$ cat src/rtl/tinycpu_ctrl_pkg.sv
// Shared definitions for the tinyCPU sequencer: opcodes, FSM states,
// instruction field positions and condition-code bit indices.
package tinycpu_ctrl_pkg;

  localparam int INSTR_W = 16;
  localparam int OPC_LSB = 12;
  localparam int OPC_W   = 4;
  localparam int RD_LSB  = 10;
  localparam int RS_LSB  = 8;
  localparam int IMM_LSB = 0;
  localparam int IMM_W   = 8;

  localparam int CC_C = 1;
  localparam int CC_Z = 0;

  typedef enum logic [3:0] {
    OP_ADD  = 4'h0,
    OP_SUB  = 4'h1,
    OP_AND  = 4'h2,
    OP_OR   = 4'h3,
    OP_XOR  = 4'h4,
    OP_NOT  = 4'h5,
    OP_SHL  = 4'h6,
    OP_SHR  = 4'h7,
    OP_LDI  = 4'h8,
    OP_JMP  = 4'h9,
    OP_JZ   = 4'hA,
    OP_JC   = 4'hB,
    OP_HALT = 4'hC,
    OP_NOP  = 4'hD
  } opcode_e;

  typedef enum logic [2:0] {
    S_FETCH  = 3'd0,
    S_DECODE = 3'd1,
    S_EXEC   = 3'd2,
    S_WB     = 3'd3,
    S_HALT   = 3'd4
  } state_e;

  // Opcodes 0-7 map one-to-one onto ALU operations.
  function automatic logic is_alu_op(input logic [OPC_W-1:0] opc);
    return (opc[OPC_W-1] == 1'b0);
  endfunction

endpackage

$ cat src/rtl/tinycpu_ctrl_if.sv
// Sequencer-side bus: program ROM read port and ALU operand/result port.
interface tinycpu_ctrl_if #(
  parameter int PC_W   = 8,
  parameter int DATA_W = 8
);

  logic [PC_W-1:0]   rom_addr;
  logic [15:0]       rom_data;
  logic [DATA_W-1:0] alu_a;
  logic [DATA_W-1:0] alu_b;
  logic [3:0]        alu_op;
  logic [DATA_W-1:0] alu_e;
  logic [1:0]        alu_cc;

  modport master (
    output rom_addr, alu_a, alu_b, alu_op,
    input  rom_data, alu_e, alu_cc
  );

  modport slave (
    input  rom_addr, alu_a, alu_b, alu_op,
    output rom_data, alu_e, alu_cc
  );

endinterface

$ cat src/rtl/tinycpu_ctrl_regfile.sv
// General-purpose register file: two combinational read ports, one
// synchronous write port, asynchronous clear.
module tinycpu_ctrl_regfile #(
  parameter int NREG   = 4,
  parameter int DATA_W = 8,
  localparam int IDX_W = $clog2(NREG)
) (
  input  logic              clk,
  input  logic              rst_n,
  input  logic [IDX_W-1:0]  raddr_a_i,
  input  logic [IDX_W-1:0]  raddr_b_i,
  output logic [DATA_W-1:0] rdata_a_o,
  output logic [DATA_W-1:0] rdata_b_o,
  input  logic              we_i,
  input  logic [IDX_W-1:0]  waddr_i,
  input  logic [DATA_W-1:0] wdata_i
);

  logic [DATA_W-1:0] mem_q [NREG];

  always_ff @(posedge clk or negedge rst_n) begin
    if (!rst_n) begin
      for (int i = 0; i < NREG; i++) mem_q[i] <= '0;
    end else if (we_i) begin
      mem_q[waddr_i] <= wdata_i;
    end
  end

  assign rdata_a_o = mem_q[raddr_a_i];
  assign rdata_b_o = mem_q[raddr_b_i];

endmodule

$ cat src/rtl/tinycpu_ctrl.sv
// Multicycle fetch/decode/execute/writeback sequencer for the tinyCPU
// datapath; owns PC, IR, flags and the register file.
module tinycpu_ctrl
  import tinycpu_ctrl_pkg::*;
#(
  parameter int PC_W   = 8,
  parameter int DATA_W = 8,
  parameter int NREG   = 4
) (
  input  logic            clk,
  input  logic            rst_n,
  input  logic            run,
  tinycpu_ctrl_if.master  bus,
  output logic [PC_W-1:0] pc,
  output logic            halted,
  output logic [2:0]      state
);

  localparam int IDX_W = $clog2(NREG);

  state_e              state_q, state_d;
  logic [PC_W-1:0]     pc_q, pc_d;
  logic [INSTR_W-1:0]  ir_q, ir_d;
  logic [1:0]          flags_q, flags_d;
  logic [DATA_W-1:0]   result_q, result_d;
  logic [DATA_W-1:0]   alu_a_q, alu_a_d;
  logic [DATA_W-1:0]   alu_b_q, alu_b_d;
  logic [3:0]          alu_op_q, alu_op_d;
  logic                halted_q, halted_d;

  logic [OPC_W-1:0]    opc;
  logic [IDX_W-1:0]    rd, rs;
  logic [IMM_W-1:0]    imm;
  logic [PC_W-1:0]     pc_inc;
  logic [DATA_W-1:0]   rd_val, rs_val;
  logic                rf_we;

  assign opc    = ir_q[OPC_LSB +: OPC_W];
  assign rd     = ir_q[RD_LSB +: IDX_W];
  assign rs     = ir_q[RS_LSB +: IDX_W];
  assign imm    = ir_q[IMM_LSB +: IMM_W];
  assign pc_inc = pc_q + PC_W'(1);

  // Operands are latched in DECODE and the write lands in WB, so a
  // same-register op (ADD R1,R1) always sees the pre-write value.
  tinycpu_ctrl_regfile #(.NREG(NREG), .DATA_W(DATA_W)) u_regfile (
    .clk       (clk),
    .rst_n     (rst_n),
    .raddr_a_i (rd),
    .raddr_b_i (rs),
    .rdata_a_o (rd_val),
    .rdata_b_o (rs_val),
    .we_i      (rf_we),
    .waddr_i   (rd),
    .wdata_i   (result_q)
  );

  always_ff @(posedge clk or negedge rst_n) begin
    if (!rst_n) begin
      state_q  <= S_FETCH;
      pc_q     <= '0;
      ir_q     <= '0;
      flags_q  <= '0;
      result_q <= '0;
      alu_a_q  <= '0;
      alu_b_q  <= '0;
      alu_op_q <= '0;
      halted_q <= 1'b0;
    end else begin
      state_q  <= state_d;
      pc_q     <= pc_d;
      ir_q     <= ir_d;
      flags_q  <= flags_d;
      result_q <= result_d;
      alu_a_q  <= alu_a_d;
      alu_b_q  <= alu_b_d;
      alu_op_q <= alu_op_d;
      halted_q <= halted_d;
    end
  end

  always_comb begin
    state_d  = state_q;
    pc_d     = pc_q;
    ir_d     = ir_q;
    flags_d  = flags_q;
    result_d = result_q;
    alu_a_d  = alu_a_q;
    alu_b_d  = alu_b_q;
    alu_op_d = alu_op_q;
    halted_d = halted_q;
    rf_we    = 1'b0;

    unique case (state_q)
      S_FETCH: begin
        if (run) begin
          ir_d    = bus.rom_data;
          state_d = S_DECODE;
        end
      end
      S_DECODE: begin
        if (is_alu_op(opc)) begin
          alu_a_d  = rd_val;
          alu_b_d  = rs_val;
          alu_op_d = opc;
        end
        state_d = S_EXEC;
      end
      S_EXEC: begin
        state_d = S_FETCH;
        case (opc)
          OP_LDI: begin
            result_d = DATA_W'(imm);
            state_d  = S_WB;
          end
          OP_JMP:  pc_d = PC_W'(imm);
          OP_JZ:   pc_d = flags_q[CC_Z] ? PC_W'(imm) : pc_inc;
          OP_JC:   pc_d = flags_q[CC_C] ? PC_W'(imm) : pc_inc;
          OP_HALT: begin
            halted_d = 1'b1;
            state_d  = S_HALT;
          end
          default: begin
            if (is_alu_op(opc)) begin
              result_d = bus.alu_e;
              flags_d  = bus.alu_cc;
              state_d  = S_WB;
            end else begin
              pc_d = pc_inc;
            end
          end
        endcase
      end
      S_WB: begin
        rf_we   = 1'b1;
        pc_d    = pc_inc;
        state_d = S_FETCH;
      end
      S_HALT: begin
        state_d = S_HALT;
      end
      default: begin
        state_d = S_FETCH;
      end
    endcase
  end

  assign bus.rom_addr = pc_q;
  assign bus.alu_a    = alu_a_q;
  assign bus.alu_b    = alu_b_q;
  assign bus.alu_op   = alu_op_q;
  assign pc           = pc_q;
  assign halted       = halted_q;
  assign state        = state_q;

endmodule

$ cat src/flat_wrapper.sv
// flat-port wrapper written by rule: the top's interface ports become plain ports
module tinycpu_ctrl_flat import tinycpu_ctrl_pkg::*;
#(
  parameter int PC_W   = 8,
  parameter int DATA_W = 8,
  parameter int NREG   = 4
)
  (clk, rst_n, run, pc, halted, state, bus_rom_addr, bus_alu_a, bus_alu_b, bus_alu_op, bus_rom_data, bus_alu_e, bus_alu_cc);
  tinycpu_ctrl_if #(.PC_W(PC_W), .DATA_W(DATA_W)) bus_i ();
  input  logic clk;
  input  logic rst_n;
  input  logic run;
  output logic [PC_W-1:0] pc;
  output logic halted;
  output logic [2:0] state;
  output wire logic [$bits(bus_i.rom_addr)-1:0] bus_rom_addr;
  output wire logic [$bits(bus_i.alu_a)-1:0] bus_alu_a;
  output wire logic [$bits(bus_i.alu_b)-1:0] bus_alu_b;
  output wire logic [$bits(bus_i.alu_op)-1:0] bus_alu_op;
  input wire logic [$bits(bus_i.rom_data)-1:0] bus_rom_data;
  input wire logic [$bits(bus_i.alu_e)-1:0] bus_alu_e;
  input wire logic [$bits(bus_i.alu_cc)-1:0] bus_alu_cc;
  assign bus_rom_addr = bus_i.rom_addr;
  assign bus_alu_a = bus_i.alu_a;
  assign bus_alu_b = bus_i.alu_b;
  assign bus_alu_op = bus_i.alu_op;
  assign bus_i.rom_data = bus_rom_data;
  assign bus_i.alu_e = bus_alu_e;
  assign bus_i.alu_cc = bus_alu_cc;
  tinycpu_ctrl #(.PC_W(PC_W), .DATA_W(DATA_W), .NREG(NREG)) u_core (.clk(clk), .rst_n(rst_n), .run(run), .bus(bus_i), .pc(pc), .halted(halted), .state(state));
endmodule
$ cat config.mk
export PLATFORM = sky130hd
export DESIGN_NAME = tinycpu_ctrl_flat
export DESIGN_NICKNAME = d
export VERILOG_FILES = /design/src/rtl/tinycpu_ctrl_pkg.sv /design/src/rtl/tinycpu_ctrl_if.sv /design/src/rtl/tinycpu_ctrl_regfile.sv /design/src/rtl/tinycpu_ctrl.sv /design/src/flat_wrapper.sv
export SDC_FILE = /design/constraint.sdc
export NUM_CORES = 1
export LEC_CHECK = 0
export CAP_MARGIN = 20
export CORE_MARGIN = 3
export CORE_UTILIZATION = 45
export CTS_CLUSTER_SIZE = 30
export DETAILED_ROUTE_END_ITERATION = 12
export MAX_ROUTING_LAYER = met4
export PLACE_DENSITY = 0.72
export SYNTH_ARGS = -nofsm -noshare
export SYNTH_HDL_FRONTEND = slang
export SYNTH_SLANG_ARGS = --single-unit
$ cat constraint.sdc
create_clock -name clk -period 2 [get_ports clk]
set_input_delay 0.3 -clock clk [delete_from_list [all_inputs] [get_ports clk]]
set_output_delay 0.3 -clock clk [all_outputs]
set_load 0.02 [all_outputs]
==> results of run 1 <==
-- worst paths after layout --
check	endpoint	startpoint	cells past startpoint	slack (ns)
max	bus_rom_addr[0]	u_core.bus.rom_addr[0]	1	0.19
min	u_core.bus.alu_a[5]	rst_n	2	0.47
max reg2reg	u_core.bus.rom_addr[3]	u_core.ir_q[14]	4	0.22
min reg2reg	u_core.halted	u_core.halted	1	0.50
max in group asynchronous	u_core.ir_q[7]	rst_n	3	0.90
min in group clk	u_core.halted	u_core.halted	1	0.50
-- stage by stage --
| stage | hold slack, ns | setup slack [ns] | instances | area, um2 | power (mW) |
|---|---|---|---|---|---|
| after floorplan | 0.00441 | 0.0364 | 296 | 4150 | 5.89 |
| after CTS | 0.485 | 0.177 | 484 | 5190 | 8.51 |
| after global placement | 0.329 | 0.291 | 467 | 4970 | 7.10 |
| after global routing | 0.522 | 0.129 | 484 | 5190 | 8.98 |
| final | 0.474 | 0.192 | 484 | 5190 | 8.42 |
| after detailed placement | 0.332 | 0.247 | 467 | 4970 | 7.22 |
-- cell families after synthesis --
kind of cell | Yosys count
compound gates | 31
fa+ha+maj | 1
buf+inv | 26
flops | 89
mux | 98
other cells | 1
simple gates | 50
-- layout make-up --
class / instances / area share
Clock buffer: 12 / 0.0299
Clock inverter: 4 / 0.00989
Inverter: 3 / 0.00217
Multi-Input combinational cell: 181 / 0.340
Sequential cell: 89 / 0.429
Tap cell: 108 / 0.0260
Timing Repair Buffer: 87 / 0.163
-- layer usage --
| layer | vias to the layer above | routed length, um | GRT usage |
|---|---|---|---|
| li1 | 1235 | - | - |
| met4 | 0 | 153 | 0.0727 |
| met3 | 11 | 314 | 0.0246 |
| met1 | 1320 | 3800 | 0.229 |
| met5 | - | 0 | - |
| met2 | 67 | 3900 | 0.276 |
-- cell usage after synthesis (2+ instances only) --
cell / count
dfrtp_1: 89
buf_4: 9
nand3_1: 6
clkbuf_1: 2
a21oi_1: 6
mux2_2: 68
nand2b_1: 2
nand2_1: 21
mux2i_1: 14
o21ai_0: 11
buf_1: 3
and3_1: 2
a22oi_1: 2
inv_1: 3
mux4_2: 16
buf_6: 2
and3b_1: 2
o21a_1: 2
nor2_1: 5
buf_2: 7
a2bb2oi_1: 3
-- where the power goes --
part           internal, mW  switching (mW)  total [mW]
registers              2.63           0.815        3.44
logic                  2.16            1.55        3.72
clock network         0.646           0.617        1.26
total                  5.44            2.99        8.42
-- flip-flops by register name (all words and copies together) (netlist names) --
name,count
u_core.halted,1
u_core.ir_q,16
u_core.bus.alu_op,3
u_core.flags_q,2
u_core.u_regfile.mem_q,32
u_core.bus.rom_addr,8
u_core.result_q,8
u_core.bus.alu_a,8
u_core.state,3
u_core.bus.alu_b,8
-- timing repair --
item                       in CTS  in global routing
hold buffers                    1                  0
setup endpoints to repair       0                  0
setup buffers                   0                  0
hold endpoints to repair       42                  0
gates resized for setup         0                  0
==> run_results.csv, run 1 <==
group,metric,value,unit
logic_synthesis,synthArstFlopShare,1.00,
logic_synthesis,yosys.area.top_type,"dfrtp_1",
logic_synthesis,synth_edf_count,0,
power_and_ir_drop,cellLeakagePower,2.25,nW
drt,drc,0,
logic_synthesis,synth_compound_area_frac,0.0472,
timing,setup_tns,0,ns
power_and_ir_drop,power.density,1620,mW/mm2
worst_setup_path,critPathMaxFanout,7,
logic_synthesis,ys_seq_area_frac,0.538,
layout,fillers,741,
timing,clock.fmax,0.553,GHz
cts,cts_tree,"done",
global_routing,antenna_found_initial,0,
min_path,hold_path.class,"in2async",
cts,cts-root-buf,"clkbuf_8",
layout,register_area,0.00223,mm2
logic_synthesis,synthCells,296,
drt,totalWireLength,8170,um
cts,cts-htree-levels,3,
power_and_ir_drop,peakVddDrop,1.01,mV
worst_setup_path,crit_slowest_cell,"clkdlybuf4s50_1",
layout,multi_input_area,0.00176,mm2
floorplan,dieHeight,102,um
worst_setup_path,cp_num_buf_inv,1,
timing,finalCritPeriodShare,0.904,
global_routing,overflow,0,
layout,nets,401,
logic_synthesis,ys_top_cells_by_area,"dfrtp_1 54%, mux2_2 19%, mux4_2 8.7%",
timing,hold_viol_final,0,
drt,detail-route-antenna-nets,0,
logic_synthesis,synthMuxAreaShare,0.306,
logic_synthesis,ys_types,42,
cts,clkSinkCount,89,
logic_synthesis,synthXorXnorAreaFrac,0,
drt,drt_pass1_iterations,4,
global_routing,grt_pass1_wl,13300,um
timing,rsz0062_at_grt,"false",
floorplan,die-width,102,um
cts,clockBufferDepth,2,
timing,fin_skew,0.0144,ns
floorplan,rows,34,
cts,clk_transition_reported_paths,0.08,ns
global_routing,grt_max_degree,45,
layout,antenna_cells,0,
worst_setup_path,critical_path_required,1.70,ns
layout,post-route-util,0.589,
drt,viasPerCell,5.44,
layout,final_common_cell,"dfrtp_1",
worst_setup_path,arrival,1.51,ns
timing,setup_viol,0,
cts,cts_buffers,9,
worst_setup_path,worstSetupPathType,"reg2out",
logic_synthesis,ys.flop_type,"dfrtp_1",
timing,worstMarginPinSlew,0.571,ns
logic_synthesis,netlist.area_leader.share,0.538,
worst_setup_path,cp-end-kind,"primary output",
floorplan,core_area,0.00881,mm2
placement,place_congestion,0.758,
logic_synthesis,syn_area,0.00414,mm2
worst_setup_path,critPathMaxStageDelay,0.66,ns
logic_synthesis,synth_top_family_by_area,"multiplexers",
logic_synthesis,synth_fa_ha_area_frac,0.00302,
drt,num_vias,2633,
timing,slew_viol_final,0,
floorplan,ioPinCount,69,
drt,wl_per_cell,16.9,um
global_routing,track_usage,0.175,
global_routing,grt_pass1_vias,2723,
layout,drive_above_1_share,0.327,
layout,most-common-layout-cells,"89 x dfrtp_1, 68 x mux2_2, 66 x clkdlybuf4s50_1",
drt,drtIter0Drc,60,
run_status,outcome,"finished clean",
timing,fin_crit,1.81,ns
logic_synthesis,ys_warn_count,0,
layout,area_delta_synth_final,25.4,%
logic_synthesis,synth_area_per_cell,14.0,um2
logic_synthesis,syn_nets,326,
cts,clk_latency,0.36,ns
logic_synthesis,synthSimpleGateAreaFrac,0.0668,
floorplan,dieArea,0.0104,mm2
flow_run,cap_violations,0,
placement,post-dp-hpwl,5800,um
worst_setup_path,critPathLaunchType,"register",
timing,slew_headroom,0.619,
floorplan,initial_core_util,0.470,
worst_setup_path,crit_chain,"clkdlybuf4s50_1",
worst_setup_path,path_delay_family,"buffers and inverters",
logic_synthesis,synth_seq_cells,89,
placement,place.port_buffers,67,
Power figures use the tool's default switching activity.
==> run 2: changes to the inputs <==
CTS_CLUSTER_SIZE = 10   (was 30)
==> results of run 2 <==
Same layout as run 1: the final DEF is identical, and so are final timing and power.
